**src/rtl/ac97_pkg.sv**
```systemverilog
// rtl/ac97_pkg.sv - shared widths, tag layout, states and init table for the AC97 command scheduler
package ac97_pkg;

    localparam int BITS_PER_FRAME = 256;
    localparam int TAG_W          = 16;
    localparam int SLOT_W         = 20;
    localparam int ADDR_W         = 7;
    localparam int DATA_W         = 16;
    localparam int ROM_IDX_W      = 2;

    // Slot0 tag bit positions (frame valid, then per-slot valid flags)
    localparam int TAG_FRAME_VALID = 15;
    localparam int TAG_SLOT1_VALID = 14;
    localparam int TAG_SLOT2_VALID = 13;
    localparam int TAG_SLOT3_VALID = 12;
    localparam int TAG_SLOT4_VALID = 11;

    typedef enum logic [1:0] {
        ST_WAIT = 2'd0,
        ST_INIT = 2'd1,
        ST_RUN  = 2'd2
    } state_t;

    // Init table entries packed as {addr, data}
    localparam int INIT_TABLE_LEN = 3;
    localparam logic [ADDR_W+DATA_W-1:0] INIT_MASTER_VOL  = {7'h02, 16'h0000};
    localparam logic [ADDR_W+DATA_W-1:0] INIT_PCM_OUT_VOL = {7'h18, 16'h0808};
    localparam logic [ADDR_W+DATA_W-1:0] INIT_HP_VOL      = {7'h04, 16'h0000};

    // Tag word: frame valid always set, command slots follow cv, PCM slots follow pv
    function automatic logic [TAG_W-1:0] make_tag(input logic cv, input logic pv);
        logic [TAG_W-1:0] tag;
        tag                  = '0;
        tag[TAG_FRAME_VALID] = 1'b1;
        tag[TAG_SLOT1_VALID] = cv;
        tag[TAG_SLOT2_VALID] = cv;
        tag[TAG_SLOT3_VALID] = pv;
        tag[TAG_SLOT4_VALID] = pv;
        return tag;
    endfunction

    // Command address slot: write flag (0), register address, reserved low bits
    function automatic logic [SLOT_W-1:0] make_slot1(input logic [ADDR_W-1:0] addr);
        return {1'b0, addr, 12'd0};
    endfunction

    // Command data slot: register data left-justified
    function automatic logic [SLOT_W-1:0] make_slot2(input logic [DATA_W-1:0] data);
        return {data, 4'd0};
    endfunction

endpackage

```
**src/rtl/ac97_init_rom.sv**
```systemverilog
// rtl/ac97_init_rom.sv - combinational lookup of the codec init register-write table
module ac97_init_rom
    import ac97_pkg::*;
(
    input  logic [1:0]  i_idx,
    output logic [6:0]  o_addr,
    output logic [15:0] o_data
);

    logic [ADDR_W+DATA_W-1:0] w_entry;

    // Table lookup; out-of-range indices read as an all-zero entry
    always_comb begin
        w_entry = '0;
        case (i_idx)
            2'd0:    w_entry = INIT_MASTER_VOL;
            2'd1:    w_entry = INIT_PCM_OUT_VOL;
            2'd2:    w_entry = INIT_HP_VOL;
            default: w_entry = '0;
        endcase
    end

    assign o_addr = w_entry[ADDR_W+DATA_W-1:DATA_W];
    assign o_data = w_entry[DATA_W-1:0];

endmodule

```
**src/rtl/ac97_cmd_scheduler.sv**
```systemverilog
// rtl/ac97_cmd_scheduler.sv - codec power-up wait, init table playback and runtime write arbitration
module ac97_cmd_scheduler
    import ac97_pkg::*;
#(
    parameter int WAIT_FRAMES = 507,
    parameter int INIT_LEN    = INIT_TABLE_LEN,
    parameter int GAP_FRAMES  = 1
) (
    input  logic        BIT_CLK,
    input  logic        reset,
    input  logic [7:0]  bitCount,
    input  logic        req0,
    input  logic [6:0]  addr0,
    input  logic [15:0] data0,
    input  logic        req1,
    input  logic [6:0]  addr1,
    input  logic [15:0] data1,
    output logic        ack0,
    output logic        ack1,
    output logic [15:0] slot0,
    output logic [19:0] slot1,
    output logic [19:0] slot2,
    output logic        init_done
);

    state_t              r_state;
    logic [9:0]          r_frame_cnt;
    logic [3:0]          r_gap;
    logic [1:0]          r_idx;
    logic                r_rr;
    logic                r_init_done;
    logic                r_ack0;
    logic                r_ack1;
    logic [TAG_W-1:0]    r_slot0;
    logic [SLOT_W-1:0]   r_slot1;
    logic [SLOT_W-1:0]   r_slot2;

    state_t              w_state_nx;
    logic [9:0]          w_cnt_nx;
    logic [3:0]          w_gap_nx;
    logic [1:0]          w_idx_nx;
    logic                w_rr_nx;
    logic                w_done_nx;
    logic                w_cv;
    logic [ADDR_W-1:0]   w_addr;
    logic [DATA_W-1:0]   w_data;
    logic                w_grant0;
    logic                w_grant1;
    logic                w_fb;
    logic [ADDR_W-1:0]   w_rom_addr;
    logic [DATA_W-1:0]   w_rom_data;

    assign w_fb = (bitCount == 8'(BITS_PER_FRAME - 1));

    ac97_init_rom u_init_rom (
        .i_idx  (r_idx),
        .o_addr (w_rom_addr),
        .o_data (w_rom_data)
    );

    // Next-state and command selection, evaluated every cycle but committed only at a frame boundary
    always_comb begin
        w_state_nx = r_state;
        w_cnt_nx   = r_frame_cnt;
        w_gap_nx   = r_gap;
        w_idx_nx   = r_idx;
        w_rr_nx    = r_rr;
        w_done_nx  = r_init_done;
        w_cv       = 1'b0;
        w_addr     = '0;
        w_data     = '0;
        w_grant0   = 1'b0;
        w_grant1   = 1'b0;

        case (r_state)
            ST_WAIT: begin
                if (r_frame_cnt != 10'h3FF) begin
                    w_cnt_nx = r_frame_cnt + 10'd1;
                end
                if (w_cnt_nx == 10'(WAIT_FRAMES)) begin
                    w_cv       = 1'b1;
                    w_addr     = w_rom_addr;
                    w_data     = w_rom_data;
                    w_idx_nx   = r_idx + 2'd1;
                    w_gap_nx   = 4'(GAP_FRAMES);
                    w_state_nx = ST_INIT;
                end
            end

            ST_INIT: begin
                if (r_gap != 4'd0) begin
                    w_gap_nx = r_gap - 4'd1;
                end else if (r_idx == ROM_IDX_W'(INIT_LEN)) begin
                    w_done_nx  = 1'b1;
                    w_state_nx = ST_RUN;
                end else begin
                    w_cv     = 1'b1;
                    w_addr   = w_rom_addr;
                    w_data   = w_rom_data;
                    w_idx_nx = r_idx + 2'd1;
                    w_gap_nx = 4'(GAP_FRAMES);
                end
            end

            ST_RUN: begin
                if (r_gap != 4'd0) begin
                    w_gap_nx = r_gap - 4'd1;
                end else begin
                    if (req0 && req1) begin
                        w_grant0 = r_rr;
                        w_grant1 = !r_rr;
                        w_rr_nx  = !r_rr;
                    end else begin
                        w_grant0 = req0;
                        w_grant1 = req1;
                    end
                    if (w_grant0) begin
                        w_cv   = 1'b1;
                        w_addr = addr0;
                        w_data = data0;
                    end else if (w_grant1) begin
                        w_cv   = 1'b1;
                        w_addr = addr1;
                        w_data = data1;
                    end
                    if (w_cv) begin
                        w_gap_nx = 4'(GAP_FRAMES);
                    end
                end
            end

            default: begin
                w_state_nx = ST_WAIT;
            end
        endcase
    end

    // State and slot registers; acks pulse on the boundary edge and clear on the next one
    always_ff @(posedge BIT_CLK) begin
        if (!reset) begin
            r_state     <= ST_WAIT;
            r_frame_cnt <= '0;
            r_gap       <= '0;
            r_idx       <= '0;
            r_rr        <= 1'b0;
            r_init_done <= 1'b0;
            r_ack0      <= 1'b0;
            r_ack1      <= 1'b0;
            r_slot0     <= '0;
            r_slot1     <= '0;
            r_slot2     <= '0;
        end else begin
            r_ack0 <= w_fb && w_grant0;
            r_ack1 <= w_fb && w_grant1;
            if (w_fb) begin
                r_state     <= w_state_nx;
                r_frame_cnt <= w_cnt_nx;
                r_gap       <= w_gap_nx;
                r_idx       <= w_idx_nx;
                r_rr        <= w_rr_nx;
                r_init_done <= w_done_nx;
                r_slot0     <= make_tag(w_cv, w_done_nx);
                r_slot1     <= w_cv ? make_slot1(w_addr) : '0;
                r_slot2     <= w_cv ? make_slot2(w_data) : '0;
            end
        end
    end

    assign ack0      = r_ack0;
    assign ack1      = r_ack1;
    assign slot0     = r_slot0;
    assign slot1     = r_slot1;
    assign slot2     = r_slot2;
    assign init_done = r_init_done;

endmodule
```
**config.mk**
```make
export PLATFORM = sky130hd
export DESIGN_NAME = ac97_cmd_scheduler
export DESIGN_NICKNAME = d
export VERILOG_FILES = /design/src/rtl/ac97_pkg.sv /design/src/rtl/ac97_init_rom.sv /design/src/rtl/ac97_cmd_scheduler.sv
export SDC_FILE = /design/constraint.sdc
export NUM_CORES = 1
export LEC_CHECK = 0
export ABC_CLOCK_PERIOD_IN_PS = 2870
export CAP_MARGIN = 5
export CORE_MARGIN = 4
export CORE_UTILIZATION = 44
export CTS_CLUSTER_SIZE = 30
export DETAILED_ROUTE_END_ITERATION = 6
export PLACE_DENSITY = 0.81
export SETUP_SLACK_MARGIN = 0.3
export SYNTH_ARGS = -nofsm -noshare
export SYNTH_HDL_FRONTEND = slang
export SYNTH_SLANG_ARGS = --single-unit
```
**constraint.sdc**
```tcl
create_clock -name BIT_CLK -period 2.87 [get_ports BIT_CLK]
set_clock_uncertainty 0.15 [all_clocks]
set_input_delay 0.574 -clock BIT_CLK [delete_from_list [all_inputs] [get_ports BIT_CLK]]
set_output_delay 0.574 -clock BIT_CLK [all_outputs]
set_load 0.05 [all_outputs]
```
# Yosys cells after proc, flatten, opt, wreduce, memory -nomap -nowiden
# Cells that the tools add are included.
[totals] inputBits=58 ff_bits=67
[classes] addsub=3 n_bitwise=2 reduce_logical=14 mux=55 n_eq_ne=14
[ops] op="$mux 16" n=6
[ops] op="$pmux 21 s3" n=1
[ops] op="$pmux 16 s3" n=1
[ops] op="$mux 7" n=6
[ops] op="$mux 1" n=21
[ops] op="$pmux 7 s3" n=1
[ops] op="$mux 10" n=2
[ops] op="$mux 20" n=1
[ops] op="$mux 4" n=5
[ops] op="$mux 19" n=1
[ops] op="$reduce_and 5->1" n=3
[ops] op="$mux 2" n=6
[ops] op="$pmux 4 s3" n=1
[ops] op="$add 10x1->10 const B" n=1
[ops] op="$eq 10x9->1 const B" n=1
[ops] op="$ne 10x10->1 const B" n=1
[ops] op="$eq 8x8->1 const B" n=1
[ops] op="$ne 2x2->1 const B" n=4
[ops] op="$eq 2x2->1 const B" n=3
[ops] op="$ne 3x3->1 const B" n=2
[ops] op="$pmux 2 s3" n=1
[ops] op="$eq 2x1->1 const B" n=2
[ops] op="$logic_not 2->1" n=2
[ops] op="$pmux 2 s2" n=1
[ops] op="11 further kinds" n=14

# Depth between registers and ports, before layout
# Gate-level depths: netlist (run 1).
[logic_depth] ltp_word=11 ltp_mapped=9 ltp_nobuf=8

# Modules after synthesis
# From an unflattened synthesis (run 1), not the netlist that was laid out.
[unflattened] hier_cells=403 area_unflattened_um2=3140.5
[by_module_without_submodules] module="ac97_cmd_scheduler" cells_per_inst=379 area_per_inst_um2=2967.8 instances=1
[by_module_without_submodules] module="ac97_init_rom" cells_per_inst=24 area_per_inst_um2=172.7 instances=1

# Worst setup path after synthesis (run 1)
# OpenSTA, ideal clock, no wires.
[synth_path] path_type="flip-flop to flip-flop" start="register r_frame_cnt[0]" end="register r_gap[3]" arrival_ns=1.948 path_stages_with_launch=8 synth_period_minus_slack_ns=2.214 setup_ns=0.116 slack_ns=0.656 path_buffers=0 cell_sequence="dfxtp_1 ha_1 and3_1 or4b_1 o2111a_2 a31o_2 and2_4 a41o_1"
[synth_via] elab_chain_cells=6 word_cells_on_any_way=7
[synth_lines] item="from (decl)" line="ac97_cmd_scheduler.sv:27" text="logic [9:0] r_frame_cnt;"
[synth_lines] item="from (signal assigned)" line="ac97_cmd_scheduler.sv:157" text="r_frame_cnt <= w_cnt_nx;"
[synth_lines] item="$add 10x1->10 / $ne 10x10->1 (equally long branches)" line="ac97_cmd_scheduler.sv:78, ac97_cmd_scheduler.sv:77"
[synth_lines] item="$mux 10 (*)" line="ac97_cmd_scheduler.sv:77" text="if (r_frame_cnt != 10'h3FF) begin"
[synth_lines] item="$mux 10 (*)" line="ac97_cmd_scheduler.sv:75" text="case (r_state)"
[synth_lines] item="$eq 10x9->1 (*)" line="ac97_cmd_scheduler.sv:80" text="if (w_cnt_nx == 10'(WAIT_FRAMES)) begin"
[synth_lines] item="$ne 2x2->1 (no source line) (*)"
[synth_lines] item="$reduce_and 5->1 (no source line) (*)"
[synth_lines] item="to (signal assigned)" line="ac97_cmd_scheduler.sv:158" text="r_gap <= w_gap_nx;"
[synth_lines] item="to (decl)" line="ac97_cmd_scheduler.sv:28" text="logic [3:0] r_gap;"
# Every way passes the cells marked *; elsewhere a longest branch is shown, timed or not. The select of a mux whose other input is x is not followed.
# A chain may end at the register's enable or synchronous reset.

# Worst setup path in the final report (run 1)
[layout_path] start="register r_frame_cnt[3]" end="register r_slot1[16], in the netlist slot1[16]"
[layout_via] elab_chain_cells=7 word_cells_on_any_way=10
[layout_lines] item="$add 10x1->10 / $ne 10x10->1 (equally long branches)" line="ac97_cmd_scheduler.sv:78, ac97_cmd_scheduler.sv:77"
[layout_lines] item="$mux 10 (*)" line="ac97_cmd_scheduler.sv:77"
[layout_lines] item="$mux 10 (*)" line="ac97_cmd_scheduler.sv:75"
[layout_lines] item="$eq 10x9->1 (*)" line="ac97_cmd_scheduler.sv:80"
[layout_lines] item="$mux 7 / $mux 1 (equally long branches)" line="ac97_cmd_scheduler.sv:80"
[layout_lines] item="$pmux 7 s3 / $pmux 1 s3 (equally long branches)" line="ac97_cmd_scheduler.sv:75"
[layout_lines] item="$mux 19 (*)" line="ac97_cmd_scheduler.sv:163" text="r_slot1 <= w_cv ? make_slot1(w_addr) : '0;"
[layout_lines] item="to (signal assigned)" line="ac97_cmd_scheduler.sv:163"
[layout_lines] item="to (decl)" line="ac97_cmd_scheduler.sv:35" text="logic [SLOT_W-1:0] r_slot1;"
# Marks and branches as above.

==> results of run 1 <==
-- cell usage after synthesis (2+ instances only) --
cell type,number
a211o_1,2
a211oi_1,5
a21boi_1,2
a21o_1,2
a21oi_1,16
a22o_1,4
a22oi_1,17
a31oi_1,6
a41o_1,2
a41oi_1,3
and2_1,4
and2_4,2
and3_1,5
and4_1,4
buf_2,6
buf_4,32
clkbuf_1,10
dfxtp_1,47
ha_1,13
inv_1,15
mux2i_1,9
nand2_1,56
nand2b_1,2
nand3_1,10
nand4_1,8
nor2_1,18
nor3_1,11
nor4_1,3
o211ai_1,2
o21ai_0,11
o21ai_1,10
or3_1,3
-- layer usage --
| metal | track usage | share of wire | vias up |
|---|---|---|---|
| li1 | - | - | 1426 |
| met1 | 0.249 | 0.43 | 1349 |
| met2 | 0.319 | 0.50 | 121 |
| met3 | 0.0258 | 0.061 | 13 |
| met4 | 0.0609 | 0.013 | 0 |
| met5 | 0 | 0 | - |
-- worst max-delay path: cells and delay by family (launching register included) --
kind,cells,cell delay (ps)
AOI/OAI and AO/OA,3,530
buffers and inverters,2,260
DFF,1,490
and+or+nand+nor,3,860
-- registers in the layout, summed over array words and instances (netlist names) --
signal	flops
ack0	1
slot2	16
slot0	3
r_rr	1
r_idx	2
slot1	7
r_frame_cnt	10
r_gap	4
r_state	2
ack1	1
-- power by group through the flow --
stage	registers (mW)	clock network [mW]	logic, mW
final	0.652	0.435	0.222
after floorplan	0.667	0	0.151
after CTS	0.652	0.448	0.221
after detailed placement	0.667	0	0.221
after global placement	0.667	0	0.218
after global routing	0.652	0.473	0.234
-- how the worst max path moves through the flow --
stage / endpoint / slack (ps) / cells after the start
after floorplan: r_gap[3]$_SDFFE_PN0P_ / 660 / 7
after global placement: slot2[14]$_SDFFE_PN0P_ / 210 / 6
after detailed placement: slot2[8]$_SDFFE_PN0P_ / 130 / 6
after CTS: slot2[8]$_SDFFE_PN0P_ / 400 / 7
after global routing: slot1[16]$_SDFFE_PN0P_ / 360 / 8
final: slot1[16]$_SDFFE_PN0P_ / 480 / 8
-- logic make-up (layout without fill, tap and decap cells) --
family / Yosys count / in the layout / synth area share
mux: 9 / 9 / 0.0310
fa+ha+maj: 13 / 13 / 0.0560
other cells: 1 / 28 / 0.00129
flops: 47 / 47 / 0.324
compound gates: 92 / 93 / 0.220
buf+inv: 65 / 128 / 0.131
xor+xnor: 2 / 2 / 0.00603
simple gates: 135 / 135 / 0.231
-- what timing repair did --
| action | in CTS | in global routing |
|---|---|---|
| pin swaps | 0 | 2 |
| endpoints found under the setup margin | 16 | 17 |
| gates cloned | 0 | 1 |
| gates resized for setup | 1 | 2 |
| setup buffers | 0 | 2 |
-- final cells by class --
cell class                      count  area [µm²]  share of cell area
Multi-Input combinational cell    280        1710               0.436
Clock inverter                      2        13.8             0.00351
Inverter                           15        56.3              0.0144
Timing Repair Buffer              105        1020               0.260
Tap cell                           77        96.3              0.0246
Clock buffer                        6        82.6              0.0211
Sequential cell                    47         941               0.240
-- metrics by stage --
step                      setup slack (ps)  hold slack [ps]
after detailed placement               128              292
after CTS                              396              305
final                                  476              302
after global placement                 208              284
after floorplan                        656              294
after global routing                   361              329
==> results.toml, run 1 <==
[run_status]
outcome = "complete, no violations"

[clock_tree]
cts_tree = "built"
clock-sinks = 47
clockRootBuffer = "clkbuf_8"
cts_max_level = 2
clock_latency_ps = 300
ctsHoldBuffers = 0
clk_path_buf_depth = 2
cts.clk_slew.worst_paths_ps = 100
cts-buffers-inserted = 5

[synthesis]
ys_async_sr_fraction = 0
syn_inst = 364
synth_top_area_cell = "dfxtp_1"
postSynthAreaPerCell_um2 = 7.98
yosysTopAreaCellShare = 0.324
ys.flop_type = "dfxtp_1"
synth_warnings = 0
synth_area_leaders = "dfxtp_1 (32%), buf_4 (8.3%), nand2_1 (7.2%)"
ys_seq_area_frac = 0.324
syn_area_um2 = 2910
synth-edff-count = 0
synth_cell_types = 56
postSynthRegisterBits = 47

[setup_path]
criticalPathCategory = "flop to flop"
cp-start-kind = "flop"
critPathMaxFanout = 9
cpMaxStageDelayCell = "or4b_1"
r2r-start = "r_frame_cnt[3]$_SDFFE_PN0P_"
cp-startpoint = "r_frame_cnt[3]$_SDFFE_PN0P_"
r2r-end = "slot1[16]$_SDFFE_PN0P_"
max_stage_delay_ps = 550
crit_chain = "nand4_2 > or4b_1 > o2111a_2 > nand4_1 > buf_4 > buf_4 > a21oi_1 > a22o_1"
reg2reg_depth = 8
crit_arrival_ps = 2460
rrSetupSlack_ps = 480
required_ps = 2930
cp-end-kind = "flop"
cpMostUsedCell = "buf_4"

[timing]
period_needed_ps = 2390
drv_slew = 0
setup_viol = 0
finalHoldViolations = 0
rsz0062_at_grt = "false"
max_freq_ghz = 0.418
worst_pin_slew_ps = 530
slew_headroom = 0.645
fin_crit_sh = 0.834
setup_tns_ps = 0

[layout]
syn2layout_area_growth_pct = 35.0
drive_above_1_share = 0.0879
layout.nets = 525
mostFrequentLayoutCell = "clkdlybuf4s50_1"
fill_cells = 550
final_cell_count_no_fill = 532
fin_util = 0.614
design_area_um2 = 3920
antenna_cells = 0
final_cell_mix = "clkdlybuf4s50_1 (88), nand2_1 (56), dfxtp_1 (47)"

[placement]
dp_cells = 521
dp_hpwl_mm = 6.21
post_dp_cell_area_um2 = 3790
gp_congestion = 0.888
io_buffers = 88

[power]
switching_share = 0.281
comb_power_share = 0.170
internal_power_uw = 941
peakVddDrop_v = 0.000294
p_seq_frac = 0.498
p_sw_uw = 368
total_leakage_power_nw = 1.53
finalPower_mw = 1.31
power.density_nw_per_um2 = 334
clock_power_share = 0.332

[floorplan]
die-area_um2 = 7970
die_w_um = 89.3
initial_core_util = 0.455
rows = 29
ios = 117
core_area_um2 = 6390
die_h_um = 89.3

[global_routing]
grt_use_total = 0.189
antenna_found_initial = 0
grt-ovfl-total = 0
grt_pass1_wl_mm = 11.9
grt_pass1_vias = 2573
grt_max_degree = 22

[flow_run]
max-cap-violations = 0

[route]
routedWlPerCell_um = 15.6
routed_wl_mm = 8.31
drc_errors = 0
first_pass_iters = 7
vias = 2909
drtIter0Drc = 146
antenna_left = 0
routed_via_density = 5.47

[hold_path]
hold_path_class = "flop to flop"
hold_end = "slot1[17]$_SDFFE_PN0P_"
hold-path-cell-count = 2
min_from = "slot1[17]$_SDFFE_PN0P_"
Note: power is estimated with default switching activity, not from simulation.
==> run 2: changes to the inputs <==
ABC_CLOCK_PERIOD_IN_PS = 2190   (was 2870)
CORE_UTILIZATION = 40   (was 44)
PLACE_DENSITY = 0.78   (was 0.81)
clock period = 2.19 ns   (was 2.87 ns; I/O delays follow)
==> results.toml, run 2 (synthesis results as in run 1) <==
[global_routing]
grt_pass1_vias = 2982
grt_max_degree = 19
grt-ovfl-total = 0
antenna_found_initial = 0
grt_use_total = 0.199
grt_pass1_wl_mm = 14.2

[setup_path]
cp-start-kind = "flop"
required_ps = 2300
crit_arrival_ps = 2290
critPathMaxFanout = 4
cp-end-kind = "flop"
criticalPathCategory = "flop to flop"

[clock_tree]
cts.clk_slew.worst_paths_ps = 100
cts_tree = "built"
clk_path_buf_depth = 2
ctsHoldBuffers = 0
clock-sinks = 47
clockRootBuffer = "clkbuf_8"
cts_max_level = 2
cts-buffers-inserted = 5
clock_latency_ps = 310

[layout]
mostFrequentLayoutCell = "nand2_1"
antenna_cells = 0
design_area_um2 = 4600
largest_reg_flops = 16
final_cell_mix = "nand2_1 (54), buf_4 (51), clkdlybuf4s50_1 (49)"
fill_cells = 539
drive_above_1_share = 0.272
syn2layout_area_growth_pct = 58.2
layout.nets = 570

[timing]
finalHoldViolations = 0
max_freq_ghz = 0.459
worst_pin_slew_ps = 521
setup_viol = 0
fin_crit_sh = 0.994
holdWs_ps = 297
rsz0062_at_grt = "true"
slew_headroom = 0.654
period_needed_ps = 2180
drv_slew = 0

[route]
routed_wl_mm = 9.53
first_pass_iters = 4
routedWlPerCell_um = 16.0
vias = 3124
antenna_left = 0
drc_errors = 0
routed_via_density = 5.24
drtIter0Drc = 163

[floorplan]
initial_core_util = 0.421
rows = 30
die_h_um = 93.2
die-area_um2 = 8690
core_area_um2 = 6910
die_w_um = 93.2
ios = 117

[power]
peakVddDrop_v = 0.000259
power.density_nw_per_um2 = 399
total_leakage_power_nw = 2.05

[placement]
post_dp_cell_area_um2 = 4100
gp_congestion = 0.893
dp_hpwl_mm = 6.85
io_buffers = 88

[flow_run]
max-cap-violations = 0

[hold_path]
hold_path_class = "flop to flop"

[run_status]
outcome = "complete, no violations"
==> run 2: cell types whose count changed in the layout (fill, tap and decap cells not counted), moves of 6 or more <==
cell / before / now
o21ai_2: 0 / 8
dlymetal6s2s_1: 0 / 8
buf_6: 0 / 11
buf_4: 16 / 51
clkdlybuf4s50_1: 88 / 49
o21ai_0: 11 / 4
dlygate4sd2_1: 0 / 30
dfxtp_1: 47 / 41
==> run 2: area by class of cell <==
class,instances,area [µm²],area share
multi-input combinational,279,1950,0.425
clock inverter,3,46.3,0.0101
tap,96,120,0.0261
sequential,47,951,0.207
clock buffer,5,68.8,0.0150
timing repair buffer,151,1400,0.305
inverter,15,58.8,0.0128
==> run 2: worst paths after layout <==
check | from | to | cells after the start | slack [ps]
max | r_frame_cnt[1]$_SDFFE_PN0P_ | r_gap[2]$_SDFFE_PN0P_ | 8 | 10
min | slot2[18]$_SDFFE_PN0P_ | slot2[18]$_SDFFE_PN0P_ | 2 | 300
max reg2reg | r_frame_cnt[1]$_SDFFE_PN0P_ | r_gap[2]$_SDFFE_PN0P_ | 8 | 10
min reg2reg | slot2[18]$_SDFFE_PN0P_ | slot2[18]$_SDFFE_PN0P_ | 2 | 300
==> run 2: what timing repair did <==
item	4_1_cts	5_1_grt
pin swaps	12	18
setup endpoints to repair	64	43
buffers inserted	3	14
gates resized for setup	43	62
==> run 2: where the power goes <==
group | leakage [nW] | switching (mW) | internal (mW)
logic | 1.62 | 0.182 | 0.127
clock network | 0.0548 | 0.329 | 0.344
registers | 0.382 | 0.000110 | 0.853
total | 2.05 | 0.511 | 1.32
==> run 2: per-layer routing <==
layer  vias to the layer above  wire, µm  GRT usage
met3                        19       628     0.0346
li1                       1518         -          -
met1                      1471      3710      0.231
met5                         -         0          0
met2                       116      5010      0.376
met4                         0       183     0.0464
==> run 2: stage by stage <==
stage | setup TNS [ps] | util | power (mW) | cells | setup slack [ps]
2_1_floorplan | 0 | - | 1.07 | 391 | 82.5
3_3_place_gp | -5020 | 0.594 | 1.17 | 571 | -262
3_5_place_dp | -5690 | 0.594 | 1.17 | 571 | -303
4_1_cts | 0 | 0.617 | 1.84 | 582 | 3.96
5_1_grt | -515 | 0.666 | 1.89 | 596 | -51.1
6_report | 0 | 0.666 | 1.84 | 596 | 12.6
==> run 2: critical path, stage by stage (launching register included) <==
cell and delay (ps):
dfxtp_2 350, ha_4 170, and3_4 140, or4b_1 450
o2111a_2 180, a31o_4 250, buf_4 140, a31oi_2 190
a41o_1 110
==> RTL edit 1: new RTL, flow settings as in run 2 <==
Make the reset (`reset`) asynchronous in one clocked block.
--- a/src/rtl/ac97_cmd_scheduler.sv
+++ b/src/rtl/ac97_cmd_scheduler.sv
@@ -136,7 +136,7 @@
     end
 
     // State and slot registers; acks pulse on the boundary edge and clear on the next one
-    always_ff @(posedge BIT_CLK) begin
+    always_ff @(posedge BIT_CLK or negedge reset) begin
         if (!reset) begin
             r_state     <= ST_WAIT;
             r_frame_cnt <= '0;
Function: differs if reset is asserted again (counterexample within 4 cycles, from zero or initial values and one cycle with reset low); with reset held inactive, the same outputs for 10 cycles.
==> RTL edit 1 against run 2 <==
Sequential cell count stayed put. Critical path type unchanged. Via count increased by 6.5%. Cell area grew 9.7%. First-iteration DRC count grew 23%. Power fell by 1.8%. Synthesized area rose by 9.9%. Largest cell class unchanged. The run now ends with setup timing left. Wire length grew 4.0%. Count of clock-buffer cells in the layout unchanged. Setup slack worse by 0.29 ns.
==> RTL edit 1: results (changes against run 2) <==
qor: place.routability_congestion_estimate_from_global_placement 0.840 [was 0.893]
qor: routing.routed-wl-met2 5.19 mm [was 5.01 mm]
qor: sta.setup_viol 32 [was 0]
qor: sta.finalWorstSetupSlack -0.279 ns [was 0.0126 ns]
qor: status.run_status finished with violations [was finished, final reports clean]
qor: logic_synthesis.synth_top_area_cell sky130_fd_sc_hd__dfrtp_1 [was sky130_fd_sc_hd__dfxtp_1]
qor: critical_path.worstReg2RegStart r_frame_cnt[0]$_DFFE_PN0P_ [was r_frame_cnt[1]$_SDFFE_PN0P_]
qor: routing.wire_length_on_met1 3.77 mm [was 3.71 mm]
qor: place.detailedPlacementHpwl 7.07 mm [was 6.85 mm]
qor: critical_path.crit_slowest_cell sky130_fd_sc_hd__dfrtp_1 [was sky130_fd_sc_hd__or4b_1]
qor: critical_path.timing.reg2reg.worst_path_depth 7 [was 8]
qor: pwr.cellLeakagePower 2.34 nW [was 2.05 nW]
qor: routing.post_drt_wl_per_cell 16.1 µm [was 16.0 µm]
qor: logic_synthesis.ys_top_cells_by_area sky130_fd_sc_hd__dfrtp_1 37%, sky130_fd_sc_hd__buf_4 8.2%, sky130_fd_sc_hd__a22oi_1 5.2% [was sky130_fd_sc_hd__dfxtp_1 32%, sky130_fd_sc_hd__buf_4 8.3%, sky130_fd_sc_hd__nand2_1 7.2%]
qor: routing.drt-initial-drc-count 200 [was 163]
qor: logic_synthesis.synthXorXnorAreaFrac 0.823% [was 0.603%]
qor: logic_synthesis.synthTopCellsByCount 47 x sky130_fd_sc_hd__dfrtp_1, 44 x sky130_fd_sc_hd__nand2_1, 35 x sky130_fd_sc_hd__buf_4 [was 56 x sky130_fd_sc_hd__nand2_1, 47 x sky130_fd_sc_hd__dfxtp_1, 32 x sky130_fd_sc_hd__buf_4]
qor: critical_path.timing.critical_path.to r_gap[0]$_DFFE_PN0P_ [was r_gap[2]$_SDFFE_PN0P_]
qor: logic_synthesis.synth.yosys.seq_area_share 36.8% [was 32.4%]
qor: logic_synthesis.synth.area.mux_share 2.04% [was 3.10%]
qor: pwr.switchingPower 0.000554 W [was 0.000511 W]
qor: sta.worstMarginPinSlew 0.526 ns [was 0.521 ns]
qor: layout.fraction_of_final_layout_cells_with_drive_strength_greater_than_1 30.4% [was 27.2%]
qor: layout.fillCellCount 577 [was 539]
qor: logic_synthesis.postSynth.asyncResetShare 100% [was 0%]
qor: place.pre_cts_slack -0.527 ns [was -0.303 ns]
qor: pwr.max_vdd_drop 296 µV [was 259 µV]
qor: logic_synthesis.synth_cell_type_count 63 [was 56]
qor: logic_synthesis.syn_area_per_cell 9.00 µm² [was 7.98 µm²]
qor: grt.grt_max_degree 29 [was 19]
qor: place.dpl.cell_count 584 [was 571]
qor: critical_path.crit_fanout 8 [was 4]
qor: grt.grt_first_pass_wirelength 15.8 mm [was 14.2 mm]
qor: routing.num_vias 3,327 [was 3,124]
qor: status.violations setup timing
qor: routing.drt_first_pass_iters 5 [was 4]
qor: sta.totalNegativeSetupSlack -4.18 ns [was 0 ns]
[RTL edit 1: cell types whose count changed in the layout (fill, tap and decap cells not counted), moves of 7 or more]
cell,delta
sky130_fd_sc_hd__mux2i_1,-7
sky130_fd_sc_hd__o21ai_2,-8
sky130_fd_sc_hd__buf_4,+20
sky130_fd_sc_hd__nor2_1,-9
sky130_fd_sc_hd__nand2_1,-13
sky130_fd_sc_hd__dfxtp_1,-41
sky130_fd_sc_hd__dlymetal6s2s_1,-8
sky130_fd_sc_hd__o21ai_0,+11
sky130_fd_sc_hd__dfrtp_1,+44
[RTL edit 1: routing by layer]
layer / global-route usage, % / vias to the layer above
li1: - / 1558
met2: 36.9 / 152
met4: 5.75 / 0
met3: 4.45 / 19
met5: 0 / -
met1: 22.6 / 1598
[RTL edit 1: worst min path at each step]
stage                          startpoint               endpoint  slack, ns  depth (start not counted)
CTS                 slot0[15]$_DFFE_PN0P_  slot0[15]$_DFFE_PN0P_       0.33                          1
finish              slot2[13]$_DFFE_PN0P_  slot2[13]$_DFFE_PN0P_       0.34                          2
detailed placement                  reset   r_gap[2]$_DFFE_PN0P_       0.28                          1
global placement                    reset   r_gap[2]$_DFFE_PN0P_       0.27                          1
global route        slot0[15]$_DFFE_PN0P_  slot0[15]$_DFFE_PN0P_       0.36                          1
floorplan                           reset         ack0$_DFF_PN0_     -0.008                          0
[RTL edit 1: critical path, delay by kind of cell (launching register included)]
family                     cells  cell delay, ns
DFF                            1            0.44
and+or+nand+nor                1            0.41
adders and majority gates      1            0.23
AOI/OAI and AO/OA              4            0.81
muxes                          1            0.32
[RTL edit 1: cell families (layout without fill, tap and decap cells)]
kind of cell / Yosys count / after routing
and+or+nand+nor: 115 / 115
AOI/OAI and AO/OA: 104 / 104
buffers and inverters: 66 / 198
DFF: 47 / 47
adders and majority gates: 13 / 13
muxes: 6 / 6
xor gates and xnor gates: 3 / 3
other: 1 / 28
[RTL edit 1: timing repair]
item	4_1_cts	5_1_grt
hold buffers	1	0
setup buffers	17	6
endpoints found under the hold margin	19	0
pin swaps	11	7
gates resized for setup	80	38
setup endpoints to repair	72	45
[RTL edit 1: power groups by stage]
stage	sequential, W	clock (W)	combinational (W)
after floorplan	0.000902	0	0.000202
after global placement	0.000894	0	0.000324
after detailed placement	0.000894	0	0.000330
after CTS	0.000878	0.000578	0.000334
after global routing	0.000880	0.000620	0.000362
final	0.000879	0.000580	0.000343
[RTL edit 1: final cells by class]
class                   count  area (µm²)  share of cell area [%]
clock inverters             3        26.3                   0.521
multi-input cells         269        2010                    39.8
inverters                  14        55.1                    1.09
clock buffers               5        68.8                    1.36
well taps                 102         128                    2.53
flip-flops and latches     47        1180                    23.4
repair buffers            176        1580                    31.3
==> RTL edit 2: new RTL, settings of run 2 <==
Without the edit above. The package constant `ROM_IDX_W` goes from 2 to 1.
--- a/src/rtl/ac97_pkg.sv
+++ b/src/rtl/ac97_pkg.sv
@@ -6,7 +6,7 @@
     localparam int SLOT_W         = 20;
     localparam int ADDR_W         = 7;
     localparam int DATA_W         = 16;
-    localparam int ROM_IDX_W      = 2;
+    localparam int ROM_IDX_W      = 1;
 
     // Slot0 tag bit positions (frame valid, then per-slot valid flags)
     localparam int TAG_FRAME_VALID = 15;
Function: no difference found for any inputs over 10 cycles, from zero or initial values and one cycle with reset low; that may be too few to reach the edited logic, so the function may still have changed.
==> RTL edit 2 against run 2 <==
The flow now finishes with violations (setup timing). Utilization down 1.5 points. Synthesized cell count is 1.4% lower. Combinational power is 5% lower. Cell count up 0.67%. Synthesized area is 0.69% higher. Critical path depth fell by 1. Cell area is 1.7% lower. Wire length decreased by 6.8%. Sequential cell count unchanged. Power fell by 6.4%. Sequential share of layout area is 0.67 points higher. Setup slack got worse by 0.14 ns. Clock power down 14%. Non-clock buffer count up 7. Largest cell class unchanged. Largest power group unchanged.
==> RTL edit 2: results (changes against run 2) <==
qor: grt.grt_use_total 19.2% [was 19.9%]
qor: critical_path.critical_path_arrival 2.40 ns [was 2.29 ns]
qor: place.detailedPlacementHpwl 6.74 mm [was 6.85 mm]
qor: critical_path.crit_fanout 7 [was 4]
qor: place.pre_cts_slack -0.221 ns [was -0.303 ns]
qor: routing.via_per_inst 5.18 [was 5.24]
qor: place.dpl.cell_count 578 [was 571]
qor: logic_synthesis.ys_top_cells_by_area sky130_fd_sc_hd__dfxtp_1 32%, sky130_fd_sc_hd__buf_4 8.2%, sky130_fd_sc_hd__nand2_1 7.2% [was sky130_fd_sc_hd__dfxtp_1 32%, sky130_fd_sc_hd__buf_4 8.3%, sky130_fd_sc_hd__nand2_1 7.2%]
qor: routing.drt_first_pass_iters 4 [unchanged]
qor: grt.grt_max_degree 22 [was 19]
qor: logic_synthesis.synth_cell_type_count 51 [was 56]
qor: layout.largest_register_ffs 16 [unchanged]
qor: logic_synthesis.synth.yosys.seq_area_share 32.2% [was 32.4%]
qor: routing.num_vias 3,107 [was 3,124]
qor: clock_network.cts-buffers-inserted 5 [unchanged]
qor: place.placed_cell_area 4220 µm² [was 4100 µm²]
qor: sta.max_slew_margin_vs_limit 63.4% [was 65.4%]
qor: pwr.netSwitchingFraction 28.6% [was 27.8%]
qor: logic_synthesis.postSynth.asyncResetShare 0% [unchanged]
qor: layout.fraction_of_final_layout_cells_with_drive_strength_greater_than_1 26.6% [was 27.2%]
qor: sta.finalWorstSetupSlack -0.127 ns [was 0.0126 ns]
qor: layout.area_growth_syn_to_layout 54.4% [was 58.2%]
qor: status.run_status finished with violations [was finished, final reports clean]
qor: routing.drt-initial-drc-count 117 [was 163]
qor: hold_path.hold_path_class reg2reg [unchanged]
qor: clock_network.cts.path.max_buffers 2 [unchanged]
qor: layout.nets 573 [was 570]
qor: sta.totalNegativeSetupSlack -1.44 ns [was 0 ns]
qor: logic_synthesis.synthTopCellsByCount 56 x sky130_fd_sc_hd__nand2_1, 47 x sky130_fd_sc_hd__dfxtp_1, 32 x sky130_fd_sc_hd__buf_4 [unchanged]
qor: clock_network.cts_root_buffer sky130_fd_sc_hd__clkbuf_8 [unchanged]
qor: pwr.max_vdd_drop 257 µV [was 259 µV]
qor: layout.fillCellCount 565 [was 539]
qor: grt.grt_pass1_vias 2,898 [was 2,982]
qor: grt.grt_first_pass_wirelength 13.6 mm [was 14.2 mm]
qor: logic_synthesis.synthesis.instances 359 [was 364]
qor: sta.setup_viol 28 [was 0]
qor: pwr.cellLeakagePower 1.92 nW [was 2.05 nW]
qor: status.violations setup timing
qor: place.routability_congestion_estimate_from_global_placement 0.939 [was 0.893]
qor: layout.insertedDiodeCount 0 [unchanged]
qor: routing.routed_wl 8.88 mm [was 9.53 mm]
qor: clock_network.h-tree-depth 2 [unchanged]
-- RTL edit 2: critical path, stage by stage, from the launching register on --
cell                        delay (ns)
sky130_fd_sc_hd__dfxtp_4          0.39
sky130_fd_sc_hd__ha_4             0.18
sky130_fd_sc_hd__and3b_1          0.16
sky130_fd_sc_hd__o221a_2          0.22
sky130_fd_sc_hd__o221ai_4         0.14
sky130_fd_sc_hd__a211o_4          0.37
sky130_fd_sc_hd__a2111oi_4        0.38
sky130_fd_sc_hd__mux2i_1          0.24
-- RTL edit 2: repair_timing --
item | in CTS | in global routing
resized for setup | 57 | 27
endpoints found under the setup margin | 70 | 40
endpoints found under the hold margin | 0 | 0
pin swaps | 15 | 15
hold buffers | 0 | 0
buffers inserted | 7 | 7
-- RTL edit 2: area by class of cell --
class,count,area share [%]
Inverter,12,0.997
Tap cell,96,2.66
Sequential cell,47,21.4
Multi-Input combinational cell,279,42.0
Clock inverter,2,0.332
Clock buffer,6,1.83
Timing Repair Buffer,158,30.9
-- RTL edit 2: final timing paths --
check	slack [ns]	end	start	cells after the start
worst min register to register	0.31	slot2[16]$_SDFFE_PN0P_	slot2[16]$_SDFFE_PN0P_	2
worst min-delay path	0.31	slot2[16]$_SDFFE_PN0P_	slot2[16]$_SDFFE_PN0P_	2
worst max-delay path	-0.13	r_state[1]$_SDFFE_PN0P_	r_frame_cnt[0]$_SDFFE_PN0P_	7
worst max register to register	-0.13	r_state[1]$_SDFFE_PN0P_	r_frame_cnt[0]$_SDFFE_PN0P_	7
-- RTL edit 2: routing by layer --
metal	share of wire (%)	global-route usage, %	vias up
li1	-	-	1516
met5	0	0	-
met4	2.4	7.69	0
met3	4.8	2.82	23
met2	53	34.1	114
met1	40	22.9	1454
-- RTL edit 2: power groups by stage --
stage / clock [W] / sequential [W] / combinational [W]
after global placement: 0 / 0.000872 / 0.000294
after CTS: 0.000590 / 0.000849 / 0.000293
after floorplan: 0 / 0.000872 / 0.000203
after global routing: 0.000619 / 0.000848 / 0.000311
after detailed placement: 0 / 0.000872 / 0.000296
final: 0.000576 / 0.000848 / 0.000294
-- RTL edit 2: kinds of logic (layout without fill, tap and decap cells) --
kind of cell    count (synthesis)  count (layout)  synth area share (%)
compound gates                110             110                  27.5
xor+xnor                        3               3                 0.898
fa+ha+maj                      12              12                  5.13
buf+inv                        60             178                  12.4
flops                          47              47                  32.2
mux                             8               8                  2.78
other cells                     1              28                 0.128
simple gates                  118             118                  18.9
